===== src/rtl/rv_pipe_pkg.sv =====
// Shared pipeline types and constants for the five-stage RISC-V core.
// Used by fetch_stage and ifid_reg.
package rv_pipe_pkg;

  localparam int XLEN = 32;

  localparam logic [31:0] NOP_INST = 32'h0000_0013;

  localparam logic [6:0] R_TYPE = 7'b0110011;
  localparam logic [6:0] I_TYPE = 7'b0010011;
  localparam logic [6:0] LW     = 7'b0000011;
  localparam logic [6:0] SW     = 7'b0100011;
  localparam logic [6:0] BR     = 7'b1100011;
  localparam logic [6:0] JAL    = 7'b1101111;
  localparam logic [6:0] JALR   = 7'b1100111;

  typedef enum logic {
    RUN   = 1'b0,
    FAULT = 1'b1
  } fetch_state_t;

  typedef struct packed {
    logic [XLEN-1:0] pc;
    logic [31:0]     inst;
    logic            valid;
  } ifid_t;

endpackage


===== src/rtl/ifid_reg.sv =====
// IF/ID pipeline register with load, hold and flush-to-bubble controls.
// Reset and flush both leave the register holding a bubble.
module ifid_reg
  import rv_pipe_pkg::*;
#(
  parameter int PC_W   = 9,
  parameter int INST_W = 32
) (
  input  logic              clk,
  input  logic              reset,
  input  logic              load,
  input  logic              flush,
  input  logic [PC_W-1:0]   pc_in,
  input  logic [INST_W-1:0] inst_in,
  output logic [PC_W-1:0]   pc,
  output logic [INST_W-1:0] inst,
  output logic              valid
);

  always_ff @(posedge clk) begin
    if (reset || flush) begin
      pc    <= '0;
      inst  <= INST_W'(NOP_INST);
      valid <= 1'b0;
    end else if (load) begin
      pc    <= pc_in;
      inst  <= inst_in;
      valid <= 1'b1;
    end
  end

endmodule


===== src/rtl/fetch_stage.sv =====
// Instruction fetch: PC, RUN/FAULT FSM, IF/ID register, perf counters.
// Counters are built only when FETCH_PERF_CNT_EN is defined.
module fetch_stage
  import rv_pipe_pkg::*;
#(
  parameter int              PC_W     = 9,
  parameter int              INST_W   = 32,
  parameter logic [PC_W-1:0] RESET_PC = '0
) (
  input  logic              clk,
  input  logic              reset,
  input  logic              stall,
  input  logic              redirect,
  input  logic [PC_W-1:0]   redirect_pc,
  output logic [PC_W-1:0]   imem_addr,
  input  logic [INST_W-1:0] imem_rdata,
  output logic [PC_W-1:0]   ifid_pc,
  output logic [INST_W-1:0] ifid_inst,
  output logic              ifid_valid,
  output logic [6:0]        ifid_opcode,
  output logic              fetch_fault,
  output logic [31:0]       perf_fetch_cnt,
  output logic [31:0]       perf_bubble_cnt
);

  fetch_state_t    state, state_n;
  logic [PC_W-1:0] pc, pc_n;
  logic            load, flush;
  logic            misal;

  assign misal = |redirect_pc[1:0];

  always_ff @(posedge clk) begin
    if (reset) begin
      state <= RUN;
      pc    <= RESET_PC;
    end else begin
      state <= state_n;
      pc    <= pc_n;
    end
  end

  always_comb begin
    state_n = state;
    pc_n    = pc;
    load    = 1'b0;
    flush   = 1'b0;
    if (state == RUN) begin
      unique case (1'b1)
        redirect && misal: begin
          state_n = FAULT;
          flush   = 1'b1;
        end
        redirect && !misal: begin
          pc_n  = redirect_pc;
          flush = 1'b1;
        end
        !redirect && stall: ;
        !redirect && !stall: begin
          pc_n = pc + PC_W'(4);
          load = 1'b1;
        end
      endcase
    end else begin
      flush = 1'b1;
    end
  end

  ifid_reg #(
    .PC_W   (PC_W),
    .INST_W (INST_W)
  ) u_ifid (
    .clk     (clk),
    .reset   (reset),
    .load    (load),
    .flush   (flush),
    .pc_in   (pc),
    .inst_in (imem_rdata),
    .pc      (ifid_pc),
    .inst    (ifid_inst),
    .valid   (ifid_valid)
  );

  assign imem_addr   = pc;
  assign ifid_opcode = ifid_inst[6:0];
  assign fetch_fault = (state == FAULT);

`ifdef FETCH_PERF_CNT_EN
  logic [31:0] fetch_cnt, bubble_cnt;

  always_ff @(posedge clk) begin
    if (reset) begin
      fetch_cnt  <= '0;
      bubble_cnt <= '0;
    end else if (load) begin
      fetch_cnt  <= fetch_cnt + 32'd1;
    end else begin
      bubble_cnt <= bubble_cnt + 32'd1;
    end
  end

  assign perf_fetch_cnt  = fetch_cnt;
  assign perf_bubble_cnt = bubble_cnt;
`else
  assign perf_fetch_cnt  = '0;
  assign perf_bubble_cnt = '0;
`endif

endmodule


===== config.mk =====
export PLATFORM = sky130hd
export DESIGN_NAME = fetch_stage
export DESIGN_NICKNAME = d
export VERILOG_FILES = /design/src/rtl/rv_pipe_pkg.sv /design/src/rtl/ifid_reg.sv /design/src/rtl/fetch_stage.sv
export SDC_FILE = /design/constraint.sdc
export NUM_CORES = 1
export LEC_CHECK = 0
export BUFFER_PORTS_ARGS = -buffer_cell sky130_fd_sc_hd__buf_2
export CORE_MARGIN = 2
export CORE_UTILIZATION = 42
export CTS_CLUSTER_DIAMETER = 50
export DETAILED_ROUTE_END_ITERATION = 10
export GPL_ROUTABILITY_DRIVEN = 1
export PLACE_DENSITY = 0.8
export RECOVER_POWER = 25
export SLEW_MARGIN = 20
export SYNTH_ARGS = -nofsm -noshare
export SYNTH_HDL_FRONTEND = slang
export SYNTH_SLANG_ARGS = --single-unit
export TNS_END_PERCENT = 100

===== constraint.sdc =====
create_clock -name clk -period 2 [get_ports clk]
set_clock_uncertainty 0.15 [all_clocks]
set_input_delay 0.4 -clock clk [delete_from_list [all_inputs] [get_ports clk]]
set_output_delay 0.4 -clock clk [all_outputs]
set_load 0.005 [all_outputs]

==> impl_metrics.env, run 1 <==
export IMPL_end_kind="flop"
export IMPL_ctsHoldBuffers=0
export IMPL_avgViaCountPerCell=4.49
export IMPL_reg2reg_depth=3
export IMPL_ios=168
export IMPL_die_w_um=82.2
export IMPL_grt_util_all_layers_pct=15.3
export IMPL_final_common_cell="buf_2"
export IMPL_tns_ps=0
export IMPL_dieArea_mm2=0.00676
export IMPL_grt_pass1_vias=1706
export IMPL_critPathMaxFanout=27
export IMPL_cts_setup_buffers=0
export IMPL_crit_start="fetch_fault"
export IMPL_path_clk_slew_ps=90
export IMPL_antenna_found_initial=0
export IMPL_finalWirelength_mm=5.45
export IMPL_cts_tree="yes"
export IMPL_ys_warn_count=0
export IMPL_insertedDiodeCount=0
export IMPL_synth_enable_flop_cells=0
export IMPL_hold_worst_slack_ps=175
export IMPL_path_buf_inv=1
export IMPL_ir_worst_vdd_mv=0.324
export IMPL_avgRoutedWirePerCell_um=11.2
export IMPL_pwr_share_seq_pct=53.4
export IMPL_clk_path_buf_depth=2
export IMPL_gp_congestion=0.852
export IMPL_cp_slowest_stage_delay_ps=600
export IMPL_setup_viol=0
export IMPL_critPathSlowestCell="or3_1"
export IMPL_placementRows=28
export IMPL_min_period_ps=1620
export IMPL_grt_pass1_wl_mm=7.88
export IMPL_cpLargestDelayFamily="simple AND/OR/NAND/NOR gates"
export IMPL_cp_depth=3
export IMPL_r2r_slack_ps=380
export IMPL_pwr_share_comb_pct=12.1
export IMPL_cts_num_sinks=52
export IMPL_clkLatencyLatePin_ps=300
export IMPL_die_h_um=82.2
export IMPL_cts_repair_resized=0
export IMPL_leakagePower_uw=0.00134
export IMPL_switching_share_pct=24.9
export IMPL_clockRootBuffer="clkbuf_8"
export IMPL_synth_seq_area_share_pct=40.5
export IMPL_worstPathCellList="or3_1 -> buf_12 -> a21oi_1"
export IMPL_cp_endpoint="u_ifid.inst[22]"
export IMPL_drtAntennaViolNets=0
export IMPL_hpwlAfterDp_mm=4.11
export IMPL_cp_start_kind="flop"
export IMPL_h_tree_depth=2
export IMPL_rsz0062_at_grt="no"
export IMPL_cts_made_buffers=5
export IMPL_r2r_end="u_ifid.inst[22]"
export IMPL_p_per_area_mw_per_mm2=693
export IMPL_syn_to_final_growth_pct=14.5
export IMPL_synth_seq_cells=52
export IMPL_fmax_mhz=618
export IMPL_n_fill_cell=569
export IMPL_final_cell_mix="buf_2, nand2_1, conb_1, dfxtp_1, a21oi_1"
export IMPL_start_util_pct=43.4
export IMPL_io_buffers=103
export IMPL_vias=2190
export IMPL_avgSynthCellArea_um2=8.05
export IMPL_status="completed"
export IMPL_ys_types=36
export IMPL_intPower_uw=1530
export IMPL_min_path_type="input port to flop"
export IMPL_grt_overflow=0
export IMPL_drive_gt1_share_pct=25.7
export IMPL_slew_violations=0
export IMPL_fin_nets=458
export IMPL_rr_startpoint="fetch_fault"
export IMPL_grt_max_degree=31
export IMPL_maxCapViolations=0
export IMPL_post_route_drc_count=0
export IMPL_drtIter0Drc=68
export IMPL_pwr_share_clk_pct=34.4
export IMPL_cp_arrival_ps=1700
export IMPL_core_mm2=0.00592
export IMPL_synth_flop_cell="dfxtp_1"
export IMPL_required_ps=2080
export IMPL_synthArstFlopShare_pct=0
export IMPL_drt_pass1_iter_count=4
export IMPL_period_share_pct=80.9
export IMPL_p_switching_uw=508
export IMPL_syn_cell_area_mm2=0.00257
export IMPL_syn_inst=319
export IMPL_hold_viol=0
export IMPL_crit_type="flop to flop"
## flip-flops by register name, indices dropped and copies added, names as in the netlist
name          count
imem_addr         9
fetch_fault       1
u_ifid.pc         9
u_ifid.inst      32
u_ifid.valid      1
## cells by family after synthesis
family	count (synthesis)	share of synthesized area, %
other	1	0.146
flip-flops	52	40.5
AO/OA/AOI/OAI	62	14.2
AND/OR/NAND/NOR	109	19.1
adder cells (fa/ha/maj)	1	0.487
buffers and inverters	94	25.5
## through the flow
step           utilization, %  cell area (um^2)  total power [uW]  instances  setup WS, ps
3_5_place_dp             48.2              2860              1360        480           248
6_report                 49.7              2940              2040        488           382
4_1_cts                  50.0              2960              2060        488           359
5_1_grt                  49.7              2940              2150        488           268
2_1_floorplan               -              2810              1350        382           373
3_3_place_gp             48.2              2860              1360        480           291
## power by group through the flow
stage	sequential [uW]	clock (uW)	combinational [uW]
global route	1090	772	284
floorplan	1110	0	240
finish	1090	702	247
CTS	1090	725	248
detailed placement	1110	0	248
global placement	1110	0	244
## cell usage after synthesis, types with 2 or more instances
cell | number | area share (%)
buf_2 | 4 | 0.78
buf_6 | 3 | 1.3
dfxtp_1 | 52 | 41
nor2_1 | 7 | 1.0
o21ai_0 | 6 | 1.2
nand3_1 | 3 | 0.58
a21oi_1 | 43 | 8.4
buf_4 | 73 | 21
and2_1 | 3 | 0.73
a311oi_1 | 2 | 0.68
or2_1 | 2 | 0.49
clkbuf_1 | 8 | 1.2
inv_1 | 6 | 0.88
or3_1 | 2 | 0.49
a221o_1 | 3 | 1.2
nand2_1 | 82 | 12
## metal layers
layer,track usage [%],routed length (um),up-vias
met3,4.13,454,5
met2,27.7,2670,104
met1,17.6,2270,988
met5,0,0,-
met4,4.00,50,0
li1,-,-,1093
## area by class of cell
cell class | instances | area, um^2 | share of cell area (%)
clock buffer | 6 | 72.6 | 2.47
sequential | 52 | 1040 | 35.4
inverter | 6 | 22.5 | 0.766
multi-input combinational | 236 | 1110 | 37.7
timing repair buffer | 111 | 567 | 19.3
tap | 75 | 93.8 | 3.19
clock inverter | 2 | 35.0 | 1.19
## worst min path at each step
stage / from / endpoint / slack, ps / cells past startpoint
after global placement: u_ifid.valid / u_ifid.valid / 290 / 2
after global routing: imem_rdata[3] / u_ifid.inst[3] / 160 / 3
after CTS: imem_rdata[1] / u_ifid.inst[1] / 160 / 2
final: imem_rdata[1] / u_ifid.inst[1] / 170 / 2
after floorplan: u_ifid.valid / u_ifid.valid / 290 / 2
after detailed placement: u_ifid.valid / u_ifid.valid / 280 / 2
(Power assumes the default switching activity.)
==> run 2: changes to the inputs <==
--- a/config.mk
+++ b/config.mk
@@ -5,6 +5,7 @@
 export SDC_FILE = /design/constraint.sdc
 export NUM_CORES = 1
 export LEC_CHECK = 0
+export ABC_AREA = 1
 export BUFFER_PORTS_ARGS = -buffer_cell sky130_fd_sc_hd__buf_2
 export CORE_MARGIN = 2
 export CORE_UTILIZATION = 42
==> constraint.sdc (replaced) <==
create_clock -name clk -period 1.6 [get_ports clk]
set_clock_uncertainty 0.15 [all_clocks]
set_input_delay 0.32 -clock clk [delete_from_list [all_inputs] [get_ports clk]]
set_output_delay 0.32 -clock clk [all_outputs]
set_load 0.005 [all_outputs]
==> run 2 against run 1 <==
Against the previous run: sequential power increased by 26%; utilization increased by 0.23 points; total power increased by 23%; routed wire length decreased by 1.0%; non-clock buffer count decreased by 3; die area increased by 0.88%; critical path type is now flop to output pin; synthesized cell count increased by 7.5%; combinational power increased by 55%; largest cell class unchanged; critical endpoint is now imem_addr[4]; final area increased by 1.1%; largest power group unchanged; final cell count increased by 5.1%; register-to-register slack got worse by 230 ps.
==> impl_metrics.env, run 2 <==
export IMPL_cp_start_kind="flop"
export IMPL_ctsHoldBuffers=0
export IMPL_ir_worst_vdd_mv=0.418
export IMPL_gp_congestion=0.846
export IMPL_hpwlAfterDp_mm=4.18
export IMPL_required_ps=1130
export IMPL_fmax_mhz=688
export IMPL_synthArstFlopShare_pct=0
export IMPL_grt_max_degree=48
export IMPL_grt_pass1_vias=1765
export IMPL_cts_tree="yes"
export IMPL_end_kind="output pin"
export IMPL_synth_flop_cell="dfxtp_1"
export IMPL_rr_startpoint="imem_addr[3]"
export IMPL_ios=168
export IMPL_hold_viol=0
export IMPL_rsz0062_at_grt="no"
export IMPL_syn_to_final_growth_pct=14.7
export IMPL_core_mm2=0.00596
export IMPL_drtAntennaViolNets=0
export IMPL_cp_slowest_stage_delay_ps=510
export IMPL_regMostFlops="u_ifid.inst"
export IMPL_drive_gt1_share_pct=25.8
export IMPL_grt_util_all_layers_pct=14.4
export IMPL_min_path_type="input port to flop"
export IMPL_period_share_pct=90.8
export IMPL_avgSynthCellArea_um2=7.56
export IMPL_yosys_area_top_type="dfxtp_1"
export IMPL_maxCapViolations=0
export IMPL_clockRootBuffer="clkbuf_8"
export IMPL_leakagePower_uw=0.00149
export IMPL_path_clk_slew_ps=90
export IMPL_cpLargestDelayFamily="flip-flops"
export IMPL_path_buf_inv=1
export IMPL_insertedDiodeCount=0
export IMPL_h_tree_depth=2
export IMPL_dieArea_mm2=0.00682
export IMPL_cts_made_buffers=5
export IMPL_grt_overflow=0
export IMPL_syn_inst=343
export IMPL_start_util_pct=43.5
export IMPL_synth_enable_flop_cells=0
export IMPL_ys_warn_count=0
export IMPL_worstPathCellList="buf_2"
export IMPL_critPathSlowestCell="dfxtp_1"
export IMPL_slew_violations=0
export IMPL_critPathMaxFanout=9
export IMPL_synth_commonest_cells="nor2_1, buf_4, dfxtp_1, o21ai_0, nand2_1"
export IMPL_drt_pass1_iter_count=4
export IMPL_synth_top_area_share_pct=40.2
export IMPL_fin_nets=483
export IMPL_crit_type="flop to output pin"
export IMPL_avgViaCountPerCell=4.36
export IMPL_synth_seq_cells=52
export IMPL_cts_repair_resized=0
export IMPL_die_h_um=82.6
export IMPL_vias=2237
export IMPL_largest_reg_flops=32
export IMPL_syn_cell_area_mm2=0.00259
export IMPL_die_w_um=82.6
export IMPL_setup_viol=0
export IMPL_p_per_area_mw_per_mm2=840
export IMPL_antenna_found_initial=0
export IMPL_status="completed"
export IMPL_grt_use_met1_pct=16.5
export IMPL_synth_seq_area_share_pct=40.2
export IMPL_ys_types=24
export IMPL_synth_most_common_cell="nor2_1"
export IMPL_hold_path_startpoint="imem_rdata[4]"
export IMPL_grt_busiest_layer="met2"
export IMPL_final_common_cell="buf_2"
export IMPL_min_period_ps=1450
export IMPL_multi_input_area_mm2=0.00110
export IMPL_grt_met3_usage_pct=4.67
export IMPL_clkLatencyLatePin_ps=300
export IMPL_cts_setup_buffers=0
export IMPL_tns_ps=0
export IMPL_grt_pass1_wl_mm=7.56
export IMPL_finalWirelength_mm=5.39
export IMPL_io_buffers=103
export IMPL_regArea_mm2=0.00104
export IMPL_placementRows=28
export IMPL_post_route_drc_count=0
export IMPL_placed_area_mm2=0.00290
export IMPL_cp_arrival_ps=980
export IMPL_clk_path_buf_depth=2
export IMPL_crit_start="imem_addr[4]"
export IMPL_n_fill_cell=605
export IMPL_use_met2_pct=25.2
export IMPL_final_cell_mix="buf_2, nor2_1, conb_1, dfxtp_1, o21ai_0"
export IMPL_final_cell_area_mm2=0.00297
export IMPL_avgRoutedWirePerCell_um=10.5
export IMPL_drtIter0Drc=57
export IMPL_cts_num_sinks=52
export IMPL_yosys_top_cells_area="dfxtp_1, buf_4, nor2_1"
## run 2: cell count changes after synthesis, sizes merged, moves of 2 or more
cell and change:
or3 -2, a221o -3, o21ai +40, nor4b -2, nor3 -3, nor2 +75, a21oi -31, inv +10
o21bai +2, a311oi -3, clkbuf -5, nand2 -50, and2 -3, nand3 +9
## run 2: path summary, 6_finish.rpt
check | to | slack (ps) | cells past startpoint
worst max-delay path | imem_addr[4] | 150 | 1
worst min-delay path | u_ifid.inst[4] | 70 | 3
worst max register to register | imem_addr[8] | 150 | 7
worst min register to register | imem_addr[8] | 330 | 2
## run 2: tightest hold or removal path: stages
cell and delay (ps):
buf_2 70, nand2_1 40, nand2_1 50
## run 2: metal layers
layer | wire [um] | part of all wire, %
met4 | 73 | 1.4
met1 | 2350 | 44
met5 | 0 | 0
met3 | 506 | 9.4
met2 | 2460 | 46
## run 2: kinds of logic (layout without fill, tap and decap cells)
| kind of cell | Yosys count | count (layout) | share of synthesized area (%) |
|---|---|---|---|
| flops | 52 | 52 | 40.2 |
| buf+inv | 100 | 132 | 26.5 |
| fa+ha+maj | 1 | 1 | 0.483 |
| other cells | 1 | 64 | 0.145 |
| simple gates | 128 | 128 | 20.6 |
| compound gates | 61 | 61 | 12.1 |
## run 2: cell type report
cell class | count | share of cell area [%]
inverters | 16 | 2.02
clock buffers | 8 | 3.03
flip-flops and latches | 52 | 35.0
well taps | 75 | 3.16
repair buffers | 108 | 19.8
multi-input cells | 254 | 37.0
## run 2: through the flow
step	cells	setup slack, ps	hold slack (ps)	util, %	total power, uW
5_1_grt	513	31.4	72.2	49.9	2640
4_1_cts	513	141	64.4	50.2	2540
6_report	513	147	72.1	49.9	2500
3_5_place_dp	505	67.2	313	48.7	1790
2_1_floorplan	406	284	239	-	1750
3_3_place_gp	505	101	310	48.7	1780
## run 2: where the power goes
group / switching, uW / internal (uW) / leakage, uW
clock: 389 / 353 / 0.0000455
sequential: 34.5 / 1340 / 0.000423
combinational: 229 / 154 / 0.00102
total: 652 / 1840 / 0.00149
==> run 3: changes to the inputs <==
--- a/config.mk
+++ b/config.mk
@@ -7,7 +7,6 @@
 export LEC_CHECK = 0
 export ABC_AREA = 1
 export BUFFER_PORTS_ARGS = -buffer_cell sky130_fd_sc_hd__buf_2
-export CORE_MARGIN = 2
 export CORE_UTILIZATION = 42
 export CTS_CLUSTER_DIAMETER = 50
 export DETAILED_ROUTE_END_ITERATION = 10
==> constraint.sdc (replaced) <==
create_clock -name clk -period 1.6 [get_ports clk]
set_clock_uncertainty 0.15 [all_clocks]
set_input_delay 0.24 -clock clk [delete_from_list [all_inputs] [get_ports clk]]
set_output_delay 0.24 -clock clk [all_outputs]
set_load 0.02 [all_outputs]
==> run 3 against run 2 <==
Against the previous run: combinational power grew 40%; total power grew 7.5%; global-route usage grew 1.9 points; worst setup slack gained 7.9 ps; clock-buffer cell count shrank 1; via count grew 1.5%.
==> impl_metrics.env, run 3 (synthesis gave the netlist of run 2 again) <==
export IMPL_status="completed"
export IMPL_clockRootBuffer="clkbuf_8"
export IMPL_required_ps=1210
export IMPL_antenna_found_initial=0
export IMPL_cts_tree="yes"
export IMPL_h_tree_depth=2
export IMPL_largest_reg_flops=32
export IMPL_avgRoutedWirePerCell_um=10.4
export IMPL_min_path_type="input port to flop"
export IMPL_start_util_pct=43.8
export IMPL_grt_util_all_layers_pct=16.3
export IMPL_ir_worst_vdd_mv=0.354
export IMPL_highest_layer="met4"
export IMPL_drive_gt1_share_pct=23.6
export IMPL_io_buffers=103
export IMPL_dp_cells=506
export IMPL_final_util_pct=50.1
export IMPL_clk_path_buf_depth=2
export IMPL_dieArea_mm2=0.00649
export IMPL_worstPathCellList="buf_2"
export IMPL_syn_to_final_growth_pct=14.4
export IMPL_fin_nets=487
export IMPL_drtAntennaViolNets=0
export IMPL_path_buf_inv=1
export IMPL_tns_ps=0
export IMPL_critPathSlowestCell="dfxtp_1"
export IMPL_cts_made_buffers=5
export IMPL_end_kind="output pin"
export IMPL_vias=2270
export IMPL_drt_pass1_iter_count=4
export IMPL_met2_length_mm=2.51
export IMPL_clkLatencyLatePin_ps=290
export IMPL_period_share_pct=90.3
export IMPL_finalWirelength_mm=5.37
export IMPL_cp_arrival_ps=1050
export IMPL_final_cells=516
export IMPL_core_mm2=0.00592
export IMPL_hold_viol=0
export IMPL_hold_worst_slack_ps=16.3
export IMPL_cp_start_kind="flop"
export IMPL_critPathMaxFanout=9
export IMPL_met3_length_um=474
export IMPL_ctsHoldBuffers=3
export IMPL_die_h_um=80.6
export IMPL_die_w_um=80.6
export IMPL_hpwlAfterDp_mm=4.09
export IMPL_setup_viol=0
export IMPL_leakagePower_uw=0.00146
export IMPL_p_per_area_mw_per_mm2=905
export IMPL_wl_met1_mm=2.31
export IMPL_regMostFlops="u_ifid.inst"
export IMPL_slew_violations=0
export IMPL_cts_repair_resized=0
export IMPL_cpLargestDelayFamily="flip-flops"
export IMPL_final_cell_mix="buf_2, nor2_1, conb_1, dfxtp_1, o21ai_0"
export IMPL_ios=168
export IMPL_final_common_cell="buf_2"
export IMPL_rsz0062_at_grt="no"
export IMPL_insertedDiodeCount=0
export IMPL_grt_max_degree=48
export IMPL_drtIter0Drc=69
export IMPL_grt_pass1_vias=1830
export IMPL_fmax_mhz=692
export IMPL_grt_overflow=0
export IMPL_placementRows=28
export IMPL_cts_num_sinks=52
export IMPL_min_period_ps=1440
export IMPL_finalPower_uw=2680
export IMPL_maxCapViolations=0
export IMPL_crit_type="flop to output pin"
export IMPL_post_route_drc_count=0
export IMPL_path_clk_slew_ps=80
export IMPL_cts_setup_buffers=0
export IMPL_gp_congestion=0.891
export IMPL_avgViaCountPerCell=4.40
export IMPL_grt_pass1_wl_mm=8.12
export IMPL_cp_slowest_stage_delay_ps=530
[run 3: cell count changes in the layout (fill, tap and decap cells not counted)]
cell / change
clkbuf_1: +9
inv_1: +1
buf_1: -1
clkbuf_8: +1
inv_2: -1
buf_4: +4
buf_2: -10
buf_12: -3
dlygate4sd3_1: +3
[run 3: area by class of cell]
type	count	area, um^2
clock buffer	7	96.3
fill	627	2950
inverter	16	60.1
multi-input combinational	254	1100
sequential	52	1040
tap	75	93.8
timing repair buffer	112	576
[run 3: path summary, 6_finish.rpt]
kind	startpoint	to	slack, ps	depth (start not counted)
max	imem_addr[4]	imem_addr[4]	160	1
min	reset	imem_addr[7]	20	2
max reg2reg	imem_addr[2]	imem_addr[6]	210	7
min reg2reg	u_ifid.valid	u_ifid.valid	330	2
[run 3: layer usage]
layer / vias to the layer above / track usage, %
met3: 6 / 3.41
met5: - / 0
li1: 1143 / -
met2: 107 / 27.3
met1: 1014 / 20.0
met4: 0 / 6.96
[run 3: report_power, final]
group,total [uW],switching (uW),leakage (uW),internal (uW)
Combinational,537,387,0.000987,150
Clock,778,392,0.0000503,386
Sequential,1370,31.0,0.000423,1340
Total,2680,810,0.00146,1870
[run 3: per-stage QoR]
step	instance area [um^2]	setup WS (ps)
2_1_floorplan	2830	197
6_report	2970	155
3_3_place_gp	2870	217
5_1_grt	2970	28.6
3_5_place_dp	2870	164
4_1_cts	2990	153
